===== src/rtl/serial_subtractor_pkg.sv =====
// Shared FSM state encoding and default width for the bit-serial subtractor.
package serial_sub_pkg;

  typedef enum logic [1:0] {
    ST_IDLE  = 2'd0,
    ST_SHIFT = 2'd1,
    ST_DONE  = 2'd2
  } state_t;

  localparam int unsigned DEFAULT_WIDTH = 4;

endpackage


===== src/rtl/full_subtractor_bit.sv =====
// One-bit full subtractor: d = x - y - bi, bo set when a borrow is required.
module full_subtractor_bit (
  input  logic x,
  input  logic y,
  input  logic bi,
  output logic d,
  output logic bo
);

  assign d  = x ^ y ^ bi;
  assign bo = (~x & y) | (~(x ^ y) & bi);

endmodule


===== src/rtl/serial_subtractor.sv =====
// Bit-serial WIDTH-bit subtractor (diff = a - b - bin, LSB first) with valid/ready on both sides.
// Define SERIAL_SUB_OVF_EN to add the registered signed-overflow output ovf.
module serial_subtractor
  import serial_sub_pkg::*;
#(
  parameter int unsigned WIDTH = DEFAULT_WIDTH
) (
  input  logic             clk,
  input  logic             rst_n,
  input  logic [WIDTH-1:0] a,
  input  logic [WIDTH-1:0] b,
  input  logic             bin,
  input  logic             in_valid,
  output logic             in_ready,
  output logic [WIDTH-1:0] diff,
  output logic             bout,
`ifdef SERIAL_SUB_OVF_EN
  output logic             ovf,
`endif
  output logic             out_valid,
  input  logic             out_ready
);

  localparam int unsigned    CW   = $clog2(WIDTH + 1);
  localparam logic [CW-1:0]  LAST = CW'(WIDTH - 1);

  state_t           state;
  state_t           state_next;
  logic [WIDTH-1:0] a_sr;
  logic [WIDTH-1:0] b_sr;
  logic [WIDTH-1:0] d_sr;
  logic [WIDTH-1:0] a_nx;
  logic [WIDTH-1:0] b_nx;
  logic [WIDTH-1:0] d_nx;
  logic [CW-1:0]    cnt;
  logic             br;
  logic             bit_d;
  logic             bit_bo;
  logic             accept;
  logic             last;

  full_subtractor_bit u_bit (
    .x  (a_sr[0]),
    .y  (b_sr[0]),
    .bi (br),
    .d  (bit_d),
    .bo (bit_bo)
  );

  assign accept = in_valid && in_ready;
  assign last   = (cnt == LAST);

  // Shift via >> and a bit insert so WIDTH=1 needs no zero-width slice.
  always_comb begin
    a_nx = a_sr >> 1;
    b_nx = b_sr >> 1;
    d_nx = d_sr >> 1;
    d_nx[WIDTH-1] = bit_d;
  end

  always_ff @(posedge clk or negedge rst_n) begin
    if (!rst_n) state <= ST_IDLE;
    else        state <= state_next;
  end

  always_comb begin
    state_next = state;
    case (state)
      ST_IDLE:  if (accept)               state_next = ST_SHIFT;
      ST_SHIFT: if (last)                 state_next = ST_DONE;
      ST_DONE:  if (out_valid && out_ready) state_next = ST_IDLE;
      default:                            state_next = ST_IDLE;
    endcase
  end

  always_comb begin
    in_ready  = (state == ST_IDLE);
    out_valid = (state == ST_DONE);
  end

  always_ff @(posedge clk or negedge rst_n) begin
    if (!rst_n) begin
      a_sr <= '0;
      b_sr <= '0;
      d_sr <= '0;
      br   <= 1'b0;
      cnt  <= '0;
    end else if (state == ST_IDLE) begin
      if (accept) begin
        a_sr <= a;
        b_sr <= b;
        br   <= bin;
        d_sr <= '0;
        cnt  <= '0;
      end
    end else if (state == ST_SHIFT) begin
      a_sr <= a_nx;
      b_sr <= b_nx;
      d_sr <= d_nx;
      br   <= bit_bo;
      cnt  <= cnt + CW'(1);
    end
  end

  assign diff = d_sr;
  assign bout = br;

`ifdef SERIAL_SUB_OVF_EN
  logic a_msb;
  logic b_msb;

  // Final diff MSB is the bit produced on the last shift edge.
  always_ff @(posedge clk or negedge rst_n) begin
    if (!rst_n) begin
      a_msb <= 1'b0;
      b_msb <= 1'b0;
      ovf   <= 1'b0;
    end else if (accept) begin
      a_msb <= a[WIDTH-1];
      b_msb <= b[WIDTH-1];
      ovf   <= 1'b0;
    end else if (state == ST_SHIFT && last) begin
      ovf   <= (a_msb ^ b_msb) & (a_msb ^ bit_d);
    end
  end
`endif

endmodule


===== config.mk =====
export PLATFORM = sky130hd
export DESIGN_NAME = serial_subtractor
export DESIGN_NICKNAME = d
export VERILOG_FILES = /design/src/rtl/serial_subtractor_pkg.sv /design/src/rtl/full_subtractor_bit.sv /design/src/rtl/serial_subtractor.sv
export SDC_FILE = /design/constraint.sdc
export NUM_CORES = 1
export LEC_CHECK = 0
export ABC_AREA = 1
export CORE_MARGIN = 4
export CORE_UTILIZATION = 35
export CTS_CLUSTER_DIAMETER = 200
export CTS_CLUSTER_SIZE = 12
export DETAILED_ROUTE_END_ITERATION = 8
export SYNTH_ARGS = -nofsm -noshare
export SYNTH_HDL_FRONTEND = slang
export SYNTH_SLANG_ARGS = --single-unit

===== constraint.sdc =====
create_clock -name clk -period 1.9 [get_ports clk]
set_input_delay 0.38 -clock clk [delete_from_list [all_inputs] [get_ports clk]]
set_output_delay 0.38 -clock clk [all_outputs]
set_load 0.05 [all_outputs]

==> impl_metrics.env, run 1 <==
export IMPL_yosysWarnings=0
export IMPL_slew_headroom_pct=65.3
export IMPL_place_congestion=0.705
export IMPL_cp_end_kind="output port"
export IMPL_die_w_um=58.3
export IMPL_io_buffers=19
export IMPL_core_area_um2=2320
export IMPL_tritoncts="done"
export IMPL_synth_flop_cell="dfrtp_1"
export IMPL_dr_wl_met2_um=805
export IMPL_avgViaCountPerCell=4.79
export IMPL_drive_gt1_share_pct=15.4
export IMPL_fmax_mhz=576
export IMPL_synth_top_area_share_pct=50.8
export IMPL_cts_hold_buf=0
export IMPL_grt_total_usage_pct=12.0
export IMPL_slew_viol_final=0
export IMPL_tightest_slew_ps=521
export IMPL_drtIter0Drc=9
export IMPL_cp_data_required_time_ps=1520
export IMPL_wl_mm=1.79
export IMPL_htree_levels=1
export IMPL_maxCapViolCount=0
export IMPL_synth_area_leaders="dfrtp_1, nand2_1, nand3_1"
export IMPL_drc=0
export IMPL_synth_edf_count=0
export IMPL_cts_root_buf="clkbuf_4"
export IMPL_post_cts_buffers=0
export IMPL_reg2reg_depth=4
export IMPL_die_area_um2=3400
export IMPL_synthArstFlopShare_pct=100
export IMPL_start_util_pct=38.3
export IMPL_dr_wl_met3_um=99
export IMPL_synth_top_area_cell="dfrtp_1"
export IMPL_vdd_drop_max_mv=0.818
export IMPL_avgSynthCellArea_um2=8.78
export IMPL_ctsResizeCount=0
export IMPL_vias=723
export IMPL_status="finished, final reports clean"
export IMPL_finalHoldViolCount=0
export IMPL_postLayoutCoreUtil_pct=49.7
export IMPL_ios=20
export IMPL_wl_per_cell_um=11.9
export IMPL_dp_hpwl_mm=1.29
export IMPL_timing_setup_tns_ps=0
export IMPL_critPathMaxFanout=10
export IMPL_nets=140
export IMPL_grt_pass1_wl_mm=3.14
export IMPL_timing_worst_setup_path_type="flip-flop to output port"
export IMPL_setup_violations_final=0
export IMPL_synth_cells=101
export IMPL_p_leak_nw=0.562
export IMPL_seq_area_frac_synth_pct=50.8
export IMPL_die_y_um=58.3
export IMPL_rsz0062_at_grt="no"
export IMPL_timing_final_crit_period_ps=1740
export IMPL_layout_area_overhead_vs_synth_pct=29.9
export IMPL_worstSkewPairLatency_ps=300
export IMPL_grt_pass1_vias=720
export IMPL_wl_met1_um=844
export IMPL_clk_pin_slew_ps=110
export IMPL_synth_cell_types=19
export IMPL_syn_num_nets=117
export IMPL_arrival_ps=1360
export IMPL_firstDrtPassIters=4
export IMPL_ys_ff_latch=18
export IMPL_cts_made_buffers=3
export IMPL_hold_path_class="primary input to async pin"
export IMPL_fill_cells=222
export IMPL_grt_max_degree=19
export IMPL_ant_nets=0
export IMPL_skew_ps=6.52
export IMPL_max_clock_path_buffers=2
export IMPL_grt_overflow_total=0
export IMPL_top_layer_used="met4"
export IMPL_post_route_period_util_pct=91.4
export IMPL_diodes=0
export IMPL_cts_sinks=18
export IMPL_num_rows=17
export IMPL_antenna_found_initial=0
export IMPL_powerDensity_nw_per_um2=1690
export IMPL_synth_area_um2=887
export IMPL_start_kind="flip-flop"
==> power by group <==
group,internal [mW],switching [mW],total (mW)
Combinational,0.394,0.616,1.01
Clock,0.117,0.120,0.236
Sequential,0.554,0.150,0.704
Total,1.06,0.885,1.95
==> stage by stage <==
step / std cells / area (um2) / worst slack, ps / power [mW] / hold WS (ps)
after global placement: 147 / 1110 / 400 / 1.72 / 454
after global routing: 151 / 1150 / 68.4 / 2.14 / 408
after floorplan: 101 / 887 / 262 / 1.44 / 84.4
final: 151 / 1150 / 163 / 1.95 / 401
after detailed placement: 147 / 1110 / 366 / 1.74 / 470
after CTS: 151 / 1150 / 11.5 / 1.99 / 398
==> layout by cell type (no fill, tap or decap) <==
cell type,Yosys,routed
ha_1,2,2
buf_12,0,2
clkbuf_8,0,1
nand3_1,14,14
clkdlybuf4s50_1,0,12
o21ai_1,6,6
inv_4,1,1
nand2_2,2,2
o31ai_1,1,1
nor2_2,1,1
dlymetal6s2s_1,0,1
dfrtp_1,18,18
nor2_1,1,1
o21ai_2,1,1
a21oi_2,1,1
inv_1,10,10
buf_4,2,7
or2_1,7,7
nand2_1,24,24
o21ai_0,7,7
clkbuf_4,0,3
fa_1,1,1
==> routing by layer <==
metal	up-vias	GRT usage, %
met5	-	0
met3	5	3.29
met4	0	5.96
met2	17	17.7
met1	331	16.2
li1	370	-
==> cell families (layout without fill, tap and decap cells) <==
kind of cell / count (synthesis) / in the layout / synth area share [%]
AND/OR/NAND/NOR: 49 / 49 / 25.5
adder cells (fa/ha/maj): 3 / 3 / 5.08
buffers and inverters: 15 / 37 / 8.46
AO/OA/AOI/OAI: 16 / 16 / 10.2
flip-flops: 18 / 18 / 50.8
==> critical path: stages (launching register included) <==
cell and delay [ps]:
dfrtp_1 580, inv_4 120, nor2_1 200, buf_12 170
==> cells in the mapped netlist (2+ instances only) <==
cell,count
buf_4,2
o21ai_0,7
or2_1,7
inv_1,10
ha_1,2
dfrtp_1,18
nand3_1,14
o21ai_1,6
nand2_1,24
nand2_2,2
==> final timing paths <==
kind | start | to | slack (ps)
hold reg to reg | cnt[1] | cnt[1] | 490
min in group clk | cnt[1] | cnt[1] | 490
setup / recovery | state[1] | out_valid | 160
hold / removal | rst_n | bout | 400
max in group asynchronous | rst_n | cnt[2] | 1300
setup reg to reg | state[0] | bout | 600
==> area by class of cell <==
class | count | area, um2 | area share, %
Clock buffer | 4 | 36.3 | 3.15
Sequential cell | 18 | 450 | 39.1
Tap cell | 28 | 35.0 | 3.04
Multi-Input combinational cell | 68 | 362 | 31.4
Timing Repair Buffer | 22 | 225 | 19.5
Inverter | 11 | 43.8 | 3.80
==> flip-flops by register name, summed over array words and instances (netlist names) <==
signal	flops
a_sr	4
b_sr	4
diff	4
cnt	3
state	2
bout	1
(Power assumes the default switching activity.)
==> run 2, diff against run 1 <==
- CORE_ASPECT_RATIO: not set -> 0.7
- GPL_ROUTABILITY_DRIVEN: not set -> 0
==> run 2 against run 1 <==
Compared with the run above: worst setup slack got worse by 51 ps; routed wire length increased by 3.6%; non-clock buffer count rose by 1; clock power is essentially flat; flip-flop and latch count is the same; critical path depth unchanged; clock skew shrank 5.2 ps; via count down 2.5%; global-route usage increased by 0.37 points.
==> impl_metrics.env, run 2 (same netlist as run 1, synthesis figures left out) <==
export IMPL_tightest_slew_ps=499
export IMPL_maxCapViolCount=0
export IMPL_ant_nets=0
export IMPL_core_area_um2=2280
export IMPL_p_leak_nw=0.567
export IMPL_slew_headroom_pct=66.7
export IMPL_cts_made_buffers=3
export IMPL_wl_met1_um=942
export IMPL_ios=20
export IMPL_timing_worst_setup_path_type="flip-flop to output port"
export IMPL_avgViaCountPerCell=4.52
export IMPL_dr_wl_met2_um=754
export IMPL_grt_total_usage_pct=12.4
export IMPL_post_route_period_util_pct=94.1
export IMPL_reg2reg_depth=5
export IMPL_skew_ps=1.34
export IMPL_tritoncts="done"
export IMPL_start_kind="flip-flop"
export IMPL_worstSkewPairLatency_ps=290
export IMPL_clk_pin_slew_ps=100
export IMPL_io_buffers=19
export IMPL_grt_overflow_total=0
export IMPL_fmax_mhz=559
export IMPL_grt_pass1_wl_mm=3.13
export IMPL_htree_levels=1
export IMPL_antenna_found_initial=0
export IMPL_critPathMaxFanout=10
export IMPL_rsz0062_at_grt="no"
export IMPL_post_place_cells=152
export IMPL_die_area_um2=3420
export IMPL_timing_final_crit_period_ps=1790
export IMPL_arrival_ps=1410
export IMPL_cts_root_buf="clkbuf_4"
export IMPL_grt_max_degree=19
export IMPL_dp_hpwl_mm=1.36
export IMPL_cp_data_required_time_ps=1520
export IMPL_cts_sinks=18
export IMPL_multi_input_area_um2=362
export IMPL_nets=141
export IMPL_final_cell_mix="nand2_1, dfrtp_1, nand3_1"
export IMPL_wl_per_cell_um=11.9
export IMPL_dr_wl_met3_um=150
export IMPL_powerDensity_nw_per_um2=1690
export IMPL_grt_pass1_vias=691
export IMPL_start_util_pct=39.0
export IMPL_r2r_end="b_sr[2]"
export IMPL_firstDrtPassIters=4
export IMPL_die_w_um=68.2
export IMPL_r2r_slack_ps=500
export IMPL_regArea_um2=450
export IMPL_top_layer_used="met4"
export IMPL_slew_viol_final=0
export IMPL_layout_commonest_cell="nand2_1"
export IMPL_drtIter0Drc=23
export IMPL_fill_cells=213
export IMPL_drc=0
export IMPL_cts_hold_buf=0
export IMPL_cp_end_kind="output port"
export IMPL_die_y_um=50.1
export IMPL_diodes=0
export IMPL_timing_setup_tns_ps=0
export IMPL_max_clock_path_buffers=2
export IMPL_setup_violations_final=0
export IMPL_post_cts_buffers=0
export IMPL_status="finished, final reports clean"
export IMPL_final_cells=156
export IMPL_vdd_drop_max_mv=0.815
export IMPL_drive_gt1_share_pct=16.1
export IMPL_r2r_start="state[0]"
export IMPL_vias=705
export IMPL_num_rows=14
export IMPL_hold_path_class="primary input to async pin"
export IMPL_wl_mm=1.86
export IMPL_finalHoldViolCount=0
export IMPL_layout_area_overhead_vs_synth_pct=31.3
export IMPL_ctsResizeCount=0
run 2: cell types whose count changed in the layout (fill, tap and decap cells not counted):
cell	previous run	this run
buf_4	7	8
run 2: layer usage:
| layer | global-route usage (%) | vias to the layer above |
|---|---|---|
| li1 | - | 373 |
| met3 | 5.68 | 2 |
| met1 | 17.8 | 314 |
| met4 | 2.97 | 0 |
| met5 | 0 | - |
| met2 | 16.8 | 16 |
run 2: how the worst max path moves through the flow:
stage | startpoint | slack, ps | cells after the start | end
6_report | state[1] | 110 | 3 | out_valid
5_1_grt | state[1] | 9 | 3 | out_valid
4_1_cts | diff[0] | 50 | 1 | diff[0]
3_5_place_dp | diff[0] | 390 | 1 | diff[0]
3_3_place_gp | diff[0] | 400 | 1 | diff[0]
2_1_floorplan | state[0] | 260 | 2 | out_valid
run 2: critical path, cell delays in order, from the launching register on:
cell and delay (ps):
dfrtp_1 610, inv_4 120, nor2_1 210, buf_12 170
run 2: where the power goes:
part           total, mW  switching [mW]  leakage, nW  internal (mW)
clock              0.237           0.121       0.0210          0.117
combinational       1.03           0.624        0.321          0.410
sequential         0.703           0.148        0.226          0.554
total               1.97           0.893        0.567           1.08
run 2: final cells by class:
cell class | count | area share [%]
Tap cell | 32 | 3.44
Clock buffer | 4 | 3.11
Timing Repair Buffer | 23 | 20.0
Multi-Input combinational cell | 68 | 31.0
Sequential cell | 18 | 38.7
Inverter | 11 | 3.76
run 2: metrics by stage:
step | instance area [um2] | total power, mW | hold WS (ps) | worst slack [ps] | utilization [%]
2_1_floorplan | 887 | 1.44 | 84.4 | 262 | -
3_3_place_gp | 1130 | 1.74 | 455 | 401 | 49.5
3_5_place_dp | 1130 | 1.75 | 468 | 393 | 49.5
4_1_cts | 1160 | 2.01 | 412 | 46.1 | 51.0
5_1_grt | 1160 | 2.18 | 419 | 8.74 | 51.2
6_report | 1160 | 1.97 | 409 | 112 | 51.2
